===== config.mk =====
export PLATFORM = sky130hd
export DESIGN_NAME = uart_cmd_responder_flat
export DESIGN_NICKNAME = d
export VERILOG_FILES = /design/src/rtl/uart_cmd_responder_if.sv /design/src/rtl/uart_cmd_responder.sv /design/src/flat_wrapper.sv
export SDC_FILE = /design/constraint.sdc
export NUM_CORES = 1
export LEC_CHECK = 0
export CORE_MARGIN = 1
export CORE_UTILIZATION = 36
export DETAILED_ROUTE_END_ITERATION = 8
export SYNTH_ARGS = -nofsm -noshare
export SYNTH_HDL_FRONTEND = slang
export SYNTH_SLANG_ARGS = --single-unit

===== constraint.sdc =====
create_clock -name clk -period 3.1 [get_ports clk]
set_input_delay 0.31 -clock clk [delete_from_list [all_inputs] [get_ports clk]]
set_output_delay 0.31 -clock clk [all_outputs]
set_load 0.02 [all_outputs]

===== src/rtl/uart_cmd_responder_if.sv =====
// FIFO-side handshake between the uart block and the command responder.
// The responder is the master: it issues the pop/push strobes and the transmit byte.
interface uart_cmd_responder_if;
  logic       rx_empty;
  logic [7:0] r_data;
  logic       rd_uart;
  logic       tx_full;
  logic [7:0] w_data;
  logic       wr_uart;

  modport master (
    input  rx_empty,
    input  r_data,
    input  tx_full,
    output rd_uart,
    output w_data,
    output wr_uart
  );

  modport slave (
    output rx_empty,
    output r_data,
    output tx_full,
    input  rd_uart,
    input  w_data,
    input  wr_uart
  );
endinterface


===== src/rtl/uart_cmd_responder.sv =====
// Serial command responder: decodes 'W' addr data / 'R' addr frames popped from the uart
// receive FIFO, maintains a small register file and answers through the transmit FIFO.
module uart_cmd_responder #(
  parameter int unsigned ADDR_W      = 4,
  parameter int unsigned TIMEOUT_CYC = 1000000,
  parameter int unsigned TO_W        = 20
) (
  input  logic                        clk,
  input  logic                        reset_n,
  uart_cmd_responder_if.master        fifo,
  output logic [7:0]                  reg0
);

  localparam int unsigned Depth = 2 ** ADDR_W;
  localparam logic [TO_W-1:0] ToLast = TO_W'(TIMEOUT_CYC - 1);

  localparam logic [7:0] CmdWrite  = 8'h57;  // 'W'
  localparam logic [7:0] CmdRead   = 8'h52;  // 'R'
  localparam logic [7:0] RspAck    = 8'h4B;  // 'K'
  localparam logic [7:0] RspBadCmd = 8'h3F;  // '?'
  localparam logic [7:0] RspTmo    = 8'h21;  // '!'

  typedef enum logic [2:0] {
    StIdle,
    StGetAddr,
    StGetData,
    StExec,
    StSend
  } state_e;

  state_e            state_q, state_d;
  logic              is_wr_q, is_wr_d;
  logic [ADDR_W-1:0] addr_q, addr_d;
  logic [7:0]        data_q, data_d;
  logic [7:0]        resp_q, resp_d;
  logic [TO_W-1:0]   to_cnt_q, to_cnt_d;
  logic              pop_q;
  logic              pop;
  logic              push;
  logic              reg_we;
  logic              can_pop;
  logic [7:0]        regs_q [Depth];

  // A pop is only allowed with data present and never on two consecutive cycles.
  assign can_pop = !fifo.rx_empty && !pop_q;

  assign fifo.rd_uart = pop;
  assign fifo.wr_uart = push;
  // resp_q only changes when entering SEND, so it doubles as the held transmit byte.
  assign fifo.w_data  = resp_q;
  assign reg0         = regs_q[0];

  // Next-state, frame capture and strobe generation.
  always_comb begin
    state_d  = state_q;
    is_wr_d  = is_wr_q;
    addr_d   = addr_q;
    data_d   = data_q;
    resp_d   = resp_q;
    to_cnt_d = to_cnt_q;
    pop      = 1'b0;
    push     = 1'b0;
    reg_we   = 1'b0;

    unique case (state_q)
      StIdle: begin
        to_cnt_d = '0;
        if (can_pop) begin
          pop = 1'b1;
          if (fifo.r_data == CmdWrite) begin
            is_wr_d = 1'b1;
            state_d = StGetAddr;
          end else if (fifo.r_data == CmdRead) begin
            is_wr_d = 1'b0;
            state_d = StGetAddr;
          end else begin
            resp_d  = RspBadCmd;
            state_d = StSend;
          end
        end
      end

      StGetAddr: begin
        if (can_pop) begin
          pop      = 1'b1;
          addr_d   = fifo.r_data[ADDR_W-1:0];
          to_cnt_d = '0;
          state_d  = is_wr_q ? StGetData : StExec;
        end else if (to_cnt_q == ToLast) begin
          resp_d  = RspTmo;
          state_d = StSend;
        end else if (fifo.rx_empty) begin
          to_cnt_d = to_cnt_q + TO_W'(1);
        end
      end

      StGetData: begin
        if (can_pop) begin
          pop      = 1'b1;
          data_d   = fifo.r_data;
          to_cnt_d = '0;
          state_d  = StExec;
        end else if (to_cnt_q == ToLast) begin
          // Abandon the frame; the pending write is dropped.
          resp_d  = RspTmo;
          state_d = StSend;
        end else if (fifo.rx_empty) begin
          to_cnt_d = to_cnt_q + TO_W'(1);
        end
      end

      StExec: begin
        if (is_wr_q) begin
          reg_we = 1'b1;
          resp_d = RspAck;
        end else begin
          resp_d = regs_q[addr_q];
        end
        state_d = StSend;
      end

      StSend: begin
        if (!fifo.tx_full) begin
          push     = 1'b1;
          to_cnt_d = '0;
          state_d  = StIdle;
        end
      end

      default: begin
        state_d = StIdle;
      end
    endcase
  end

  // Control and frame registers.
  always_ff @(posedge clk) begin
    if (!reset_n) begin
      state_q  <= StIdle;
      is_wr_q  <= 1'b0;
      addr_q   <= '0;
      data_q   <= 8'h00;
      resp_q   <= 8'h00;
      to_cnt_q <= '0;
      pop_q    <= 1'b0;
    end else begin
      state_q  <= state_d;
      is_wr_q  <= is_wr_d;
      addr_q   <= addr_d;
      data_q   <= data_d;
      resp_q   <= resp_d;
      to_cnt_q <= to_cnt_d;
      pop_q    <= pop;
    end
  end

  // Register file, written only from EXEC of a write frame.
  always_ff @(posedge clk) begin
    if (!reset_n) begin
      for (int i = 0; i < int'(Depth); i++) begin
        regs_q[i] <= 8'h00;
      end
    end else if (reg_we) begin
      regs_q[addr_q] <= data_q;
    end
  end

endmodule


===== src/flat_wrapper.sv =====
// flat-port wrapper written by rule: the top's interface ports become plain ports
module uart_cmd_responder_flat 
#(
  parameter int unsigned ADDR_W      = 4,
  parameter int unsigned TIMEOUT_CYC = 1000000,
  parameter int unsigned TO_W        = 20
)
  (clk, reset_n, reg0, fifo_rx_empty, fifo_r_data, fifo_tx_full, fifo_rd_uart, fifo_w_data, fifo_wr_uart);
  uart_cmd_responder_if fifo_i ();
  input  logic clk;
  input  logic reset_n;
  output logic [7:0] reg0;
  input wire logic [$bits(fifo_i.rx_empty)-1:0] fifo_rx_empty;
  input wire logic [$bits(fifo_i.r_data)-1:0] fifo_r_data;
  input wire logic [$bits(fifo_i.tx_full)-1:0] fifo_tx_full;
  output wire logic [$bits(fifo_i.rd_uart)-1:0] fifo_rd_uart;
  output wire logic [$bits(fifo_i.w_data)-1:0] fifo_w_data;
  output wire logic [$bits(fifo_i.wr_uart)-1:0] fifo_wr_uart;
  assign fifo_i.rx_empty = fifo_rx_empty;
  assign fifo_i.r_data = fifo_r_data;
  assign fifo_i.tx_full = fifo_tx_full;
  assign fifo_rd_uart = fifo_i.rd_uart;
  assign fifo_w_data = fifo_i.w_data;
  assign fifo_wr_uart = fifo_i.wr_uart;
  uart_cmd_responder #(.ADDR_W(ADDR_W), .TIMEOUT_CYC(TIMEOUT_CYC), .TO_W(TO_W)) u_core (.clk(clk), .reset_n(reset_n), .fifo(fifo_i), .reg0(reg0));
endmodule

Word-level counts from Yosys, hierarchy flattened
Memories as Yosys holds them, arrays and structs flattened. A register that Yosys moved wholly into a read port is not among the register bits.
Cells that the tools add are included.
{"block": "totals", "ff_bits": 45, "mem_bits_rw": 128, "inputBits": 12, "output_inout_bits": 18, "memories": 1}
{"memory": "u_core.regs_q", "depth": 16, "width": 8, "read_ports": 2, "rd_ports_with_merged_regs": 1, "write_ports": 16, "line": "uart_cmd_responder.sv:42", "source": "logic [7:0] regs_q [Depth];"}
{"block": "op_classes", "n_addsub": 1, "eq_ne": 15, "mux": 38, "reduce_logical": 16}
{"operator": "20-bit two-way mux", "count": 4}
{"operator": "20-bit case mux with 3 select lines", "count": 1}
{"operator": "8-bit two-way mux", "count": 7}
{"operator": "8-bit case mux with 3 select lines", "count": 1}
{"operator": "3-bit two-way mux", "count": 7}
{"operator": "20-bit by 1-bit adder with 20-bit output (second input constant)", "count": 1}
{"operator": "20-bit == test (second input constant)", "count": 1}
{"operator": "8-bit by 7-bit == test with 1-bit output (second input constant)", "count": 2}
{"operator": "3-bit case mux with 5 select lines", "count": 1}
{"operator": "1-bit two-way mux", "count": 14}
{"operator": "4-bit two-way mux", "count": 3}
{"operator": "2-bit inequality test (second input constant)", "count": 4}
{"operator": "8-bit OR reduction", "count": 1}
{"operator": "3-bit by 2-bit == test with 1-bit output (second input constant)", "count": 2}
{"operator": "2-bit AND reduction", "count": 3}
{"operator": "6-bit AND reduction", "count": 1}
{"operator": "3-bit nonzero test", "count": 2}
{"operator": "2-bit by 1-bit inequality test with 1-bit output (second input constant)", "count": 2}
{"operator": "4-bit AND reduction", "count": 1}
{"operator": "3-bit by 1-bit == test with 1-bit output (second input constant)", "count": 1}
{"operator": "3-bit == test (second input constant)", "count": 1}
{"operator": "3-bit zero test", "count": 1}
{"operator": "3-bit by 1-bit inequality test with 1-bit output (second input constant)", "count": 1}
{"operator": "3-bit by 2-bit inequality test with 1-bit output (second input constant)", "count": 1}
{"operator": "6 further kinds", "count": 7}

Depth between registers and ports, before layout
{"block": "depth", "ltp_word": 7, "mapped_depth": 8, "depth_no_buf": 6}

Least setup slack after synthesis
OpenSTA, ideal clock, no wires.
{"block": "synth_path", "path_type": "register to register", "startpoint": "register u_core.state_q[0]", "endpoint": "memory u_core.regs_q[13][0], enable pin", "setup_time_ps": 384, "t_arrival_ps": 2065, "required_ps": 2716, "setup_slack_ps": 651, "path_stages_with_launch": 7, "period_less_slack_ps": 2449, "path_cell_list": "dfxtp_1 -> buf_4 -> and3b_1 -> nand3_1 -> or3b_2 -> buf_2 -> o21ai_0"}
{"item": "start: declaration", "line": "uart_cmd_responder.sv:31", "source": "state_e state_q, state_d;"}
{"item": "start signal: assignment", "line": "uart_cmd_responder.sv:139", "source": "state_q <= StIdle;"}
{"item": "start signal: assignment", "line": "uart_cmd_responder.sv:147", "source": "state_q <= state_d;"}
{"item": "end: declaration", "line": "uart_cmd_responder.sv:42"}

Worst setup path in the final report
{"block": "layout_path", "startpoint": "register u_core.to_cnt_q[0]", "endpoint": "register u_core.to_cnt_q[10]"}
{"block": "layout_via", "elab_chain_len": 5}
{"item": "start: declaration", "line": "uart_cmd_responder.sv:36", "source": "logic [TO_W-1:0] to_cnt_q, to_cnt_d;"}
{"item": "start signal: assignment", "line": "uart_cmd_responder.sv:152", "source": "to_cnt_q <= to_cnt_d;"}
{"item": "20-bit by 1-bit adder with 20-bit output", "line": "uart_cmd_responder.sv:93, uart_cmd_responder.sv:108"}
{"item": "20-bit two-way mux", "line": "uart_cmd_responder.sv:92, uart_cmd_responder.sv:107"}
{"item": "20-bit two-way mux", "line": "uart_cmd_responder.sv:103", "source": "end else if (to_cnt_q == ToLast) begin"}
{"item": "20-bit two-way mux", "line": "uart_cmd_responder.sv:84", "source": "if (can_pop) begin"}
{"item": "20-bit case mux with 3 select lines", "line": "uart_cmd_responder.sv:65", "source": "unique case (state_q)"}
Several ways; a longest one is shown, not always the timed one. The select of a mux whose other input is x is not followed.
A chain may end at the register's enable or synchronous reset.

==> impl_metrics.tcl <==
set metrics [dict create \
    synth_seq_cells 177 \
    worstPathMaxFanout 14 \
    synth_fp_nets 655 \
    synth_area_leaders "edfxtp_1 (47%), dfxtp_1 (12%), and2_1 (10%)" \
    layout-drive-gt1-share_pct 15.9 \
    antenna_found_initial 0 \
    met2_length_mm 9.80 \
    grt_pass1_wl_mm 30.7 \
    wl_mm 19.7 \
    rsz0062_at_grt "false" \
    fin_crit_sh_pct 84.8 \
    yosysTopAreaCell "edfxtp_1" \
    slew_headroom_pct 11.6 \
    start_util_pct 37.1 \
    root_buffer "clkbuf_16" \
    clock_sinks 177 \
    top_layer "met4" \
    mappedNetlistArea_sq_um 8190 \
    cts_setup_buffers 0 \
    synth_ff_type "edfxtp_1" \
    wirelength_met1_mm 8.42 \
    wl_per_cell_microns 20.2 \
    clk_path_buf_depth 2 \
    status "completed" \
    core_area_sq_um 22100 \
    drv_slew 0 \
    placed_area_sq_um 8900 \
    critPathCaptureType "flop" \
    ys_types 63 \
    hold_viol_final 0 \
    antennaDiodeCount 0 \
    hold_ws_ns 0.466 \
    grt_max_degree 27 \
    ioPinCount 30 \
    cts-hold-fix-buffers 0 \
    syn2layout_area_growth_pct 15.9 \
    grt_pass1_vias 5204 \
    critical_path_class "reg2reg" \
    cap_violations 0 \
    cts_buffers 17 \
    max_slew.worst_pin.slew_ns 1.31 \
    cts_tree "yes" \
    yosysWarnings 0 \
    irDropWorstVdd_mv 0.389 \
    fin_nets 695 \
    fill_cells 1989 \
    cp-start-kind "flop" \
    fin_ws_ns 0.471 \
    dp.final_hpwl_mm 13.8 \
    avgSynthCellArea_sq_um 12.8 \
    port_buffers 29 \
    p_per_area_nw_per_um2 530 \
    met3WireLength_microns 949 \
    avgViaCountPerCell 5.39 \
    rows 54 \
    dr.first_iter.drc_count 434 \
    async_flop_share_pct 0 \
    holdCritPathClass "reg2reg" \
    seq_area_frac_synth_pct 58.9 \
    gp_congestion 0.892 \
    finalCriticalPeriod_ns 2.63 \
    num_vias 5248 \
    dieWidth_microns 153 \
    cts_max_level 4 \
    cts.repair.resized 0 \
    arrival_ns 2.99 \
    path_clk_slew_ns 0.07 \
    finalSetupViolCount 0 \
    finalClockSkew_ns 0.00953 \
    die_h_microns 153 \
    p_leak_uw 0.00324 \
    design_area_sq_um 9500 \
    grt_use_total_pct 17.7 \
    grt-ovfl-total 0 \
    critPathRequiredTime_ns 3.46 \
    die_area_sq_um 23400 \
    fmax_ghz 0.380 \
    drc 0 \
    tns_ns 0 \
    firstDrtPassIters 5 \
    clk_latency_ns 0.43 \
    synth_top_area_share_pct 46.9 \
    syn_inst 642 \
    dp_slack_ns 0.457 \
    postRouteAntennaNets 0 \
    synth_edf_count 128 \
]
power by group:
| group | switching [uW] | internal, uW |
|---|---|---|
| clock network | 925 | 1260 |
| logic | 126 | 94.0 |
| registers | 28.8 | 2590 |
sequential cells by signal, indices dropped and copies added, names as in the netlist, named ones only:
register / cells
u_core.addr_q: 4
u_core.data_q: 8
u_core.fifo.w_data: 8
u_core.is_wr_q: 1
u_core.pop_q: 1
u_core.regs_q: 128
u_core.state_q: 3
u_core.to_cnt_q: 20
final cells by class:
cell class	count	area [sq um]	area share, %
inverter	5	18.8	0.198
clock buffer	17	425	4.48
multi-input combinational	423	3190	33.6
clock inverter	14	166	1.75
timing repair buffer	58	520	5.48
tap	280	350	3.69
sequential	177	4830	50.8
critical path, stage by stage (launching register included):
cell     delay (ns)
dfxtp_1        0.38
ha_1           0.20
and4_1         0.29
nand2_1        0.17
o21ai_0        1.06
o21ai_0        0.27
a21oi_1        0.19
layout by cell type, fill, tap and decap left out, types with 4 or more instances in the layout:
cell and n:
o211ai_1 10, nand3b_1 4, mux2i_1 18, o21ai_0 20, clkdlybuf4s50_1 29, nor3_1 4
and2_1 131, nand4_1 10, nand2_1 29, mux2_2 5, nand3_1 22, clkbuf_16 17
nand2b_1 7, or3_1 5, edfxtp_1 128, mux4_2 30, a21oi_1 22, and3_1 5
clkinvlp_4 5, o31ai_1 4, xor2_1 6, dfxtp_1 48, nor2_1 30, buf_4 28
or4_1 8
cell usage after synthesis, drive strengths merged (2+ instances only):
| cell | number |
|---|---|
| nand2b | 7 |
| dfxtp | 49 |
| o21ai | 20 |
| or4 | 8 |
| nand3b | 4 |
| o211a | 2 |
| nand3 | 22 |
| nor2b | 2 |
| and4 | 3 |
| nor3 | 8 |
| buf | 14 |
| o21a | 2 |
| clkbuf | 23 |
| a211o | 2 |
| nand4 | 10 |
| and2 | 131 |
| or3b | 2 |
| mux2 | 5 |
| edfxtp | 128 |
| nand2 | 29 |
| and3 | 5 |
| xor2 | 6 |
| o221a | 3 |
| mux2i | 18 |
| o31ai | 4 |
| a211oi | 2 |
| nor4bb | 2 |
| nor2 | 33 |
| xnor2 | 3 |
| nor3b | 2 |
| inv | 4 |
| nor4 | 3 |
| a21oi | 23 |
| or3 | 5 |
| mux4 | 30 |
| o211ai | 10 |
metrics by stage:
step / util (%) / instances / power (uW)
3_5_place_dp: 40.3 / 943 / 2890
2_1_floorplan: - / 642 / 2780
3_3_place_gp: 40.3 / 943 / 2890
6_report: 43.0 / 974 / 5030
4_1_cts: 43.0 / 974 / 5050
5_1_grt: 43.0 / 974 / 5180
metal layers:
| layer | track usage (%) | vias to the layer above |
|---|---|---|
| li1 | - | 2470 |
| met1 | 22.8 | 2594 |
| met2 | 29.1 | 157 |
| met3 | 3.66 | 27 |
| met4 | 7.36 | 0 |
| met5 | 0 | - |
path summary, 6_finish.rpt:
kind	slack [ns]	cells after the start	end	startpoint
worst max-delay path	0.47	6	u_core.to_cnt_q[10]	u_core.to_cnt_q[0]
worst min-delay path	0.47	2	u_core.fifo.w_data[7]	u_core.fifo.w_data[7]
worst max register to register	0.47	6	u_core.to_cnt_q[10]	u_core.to_cnt_q[0]
worst min register to register	0.47	2	u_core.fifo.w_data[7]	u_core.fifo.w_data[7]
logic make-up after synthesis:
family / Yosys count / share of synthesized area [%]
AOI/OAI and AO/OA: 78 / 6.34
and+or+nand+nor: 281 / 20.2
DFF: 177 / 58.9
adders and majority gates: 2 / 0.290
buffers and inverters: 42 / 2.21
muxes: 53 / 11.1
xor gates and xnor gates: 9 / 0.962
Power figures use the tool's default switching activity.
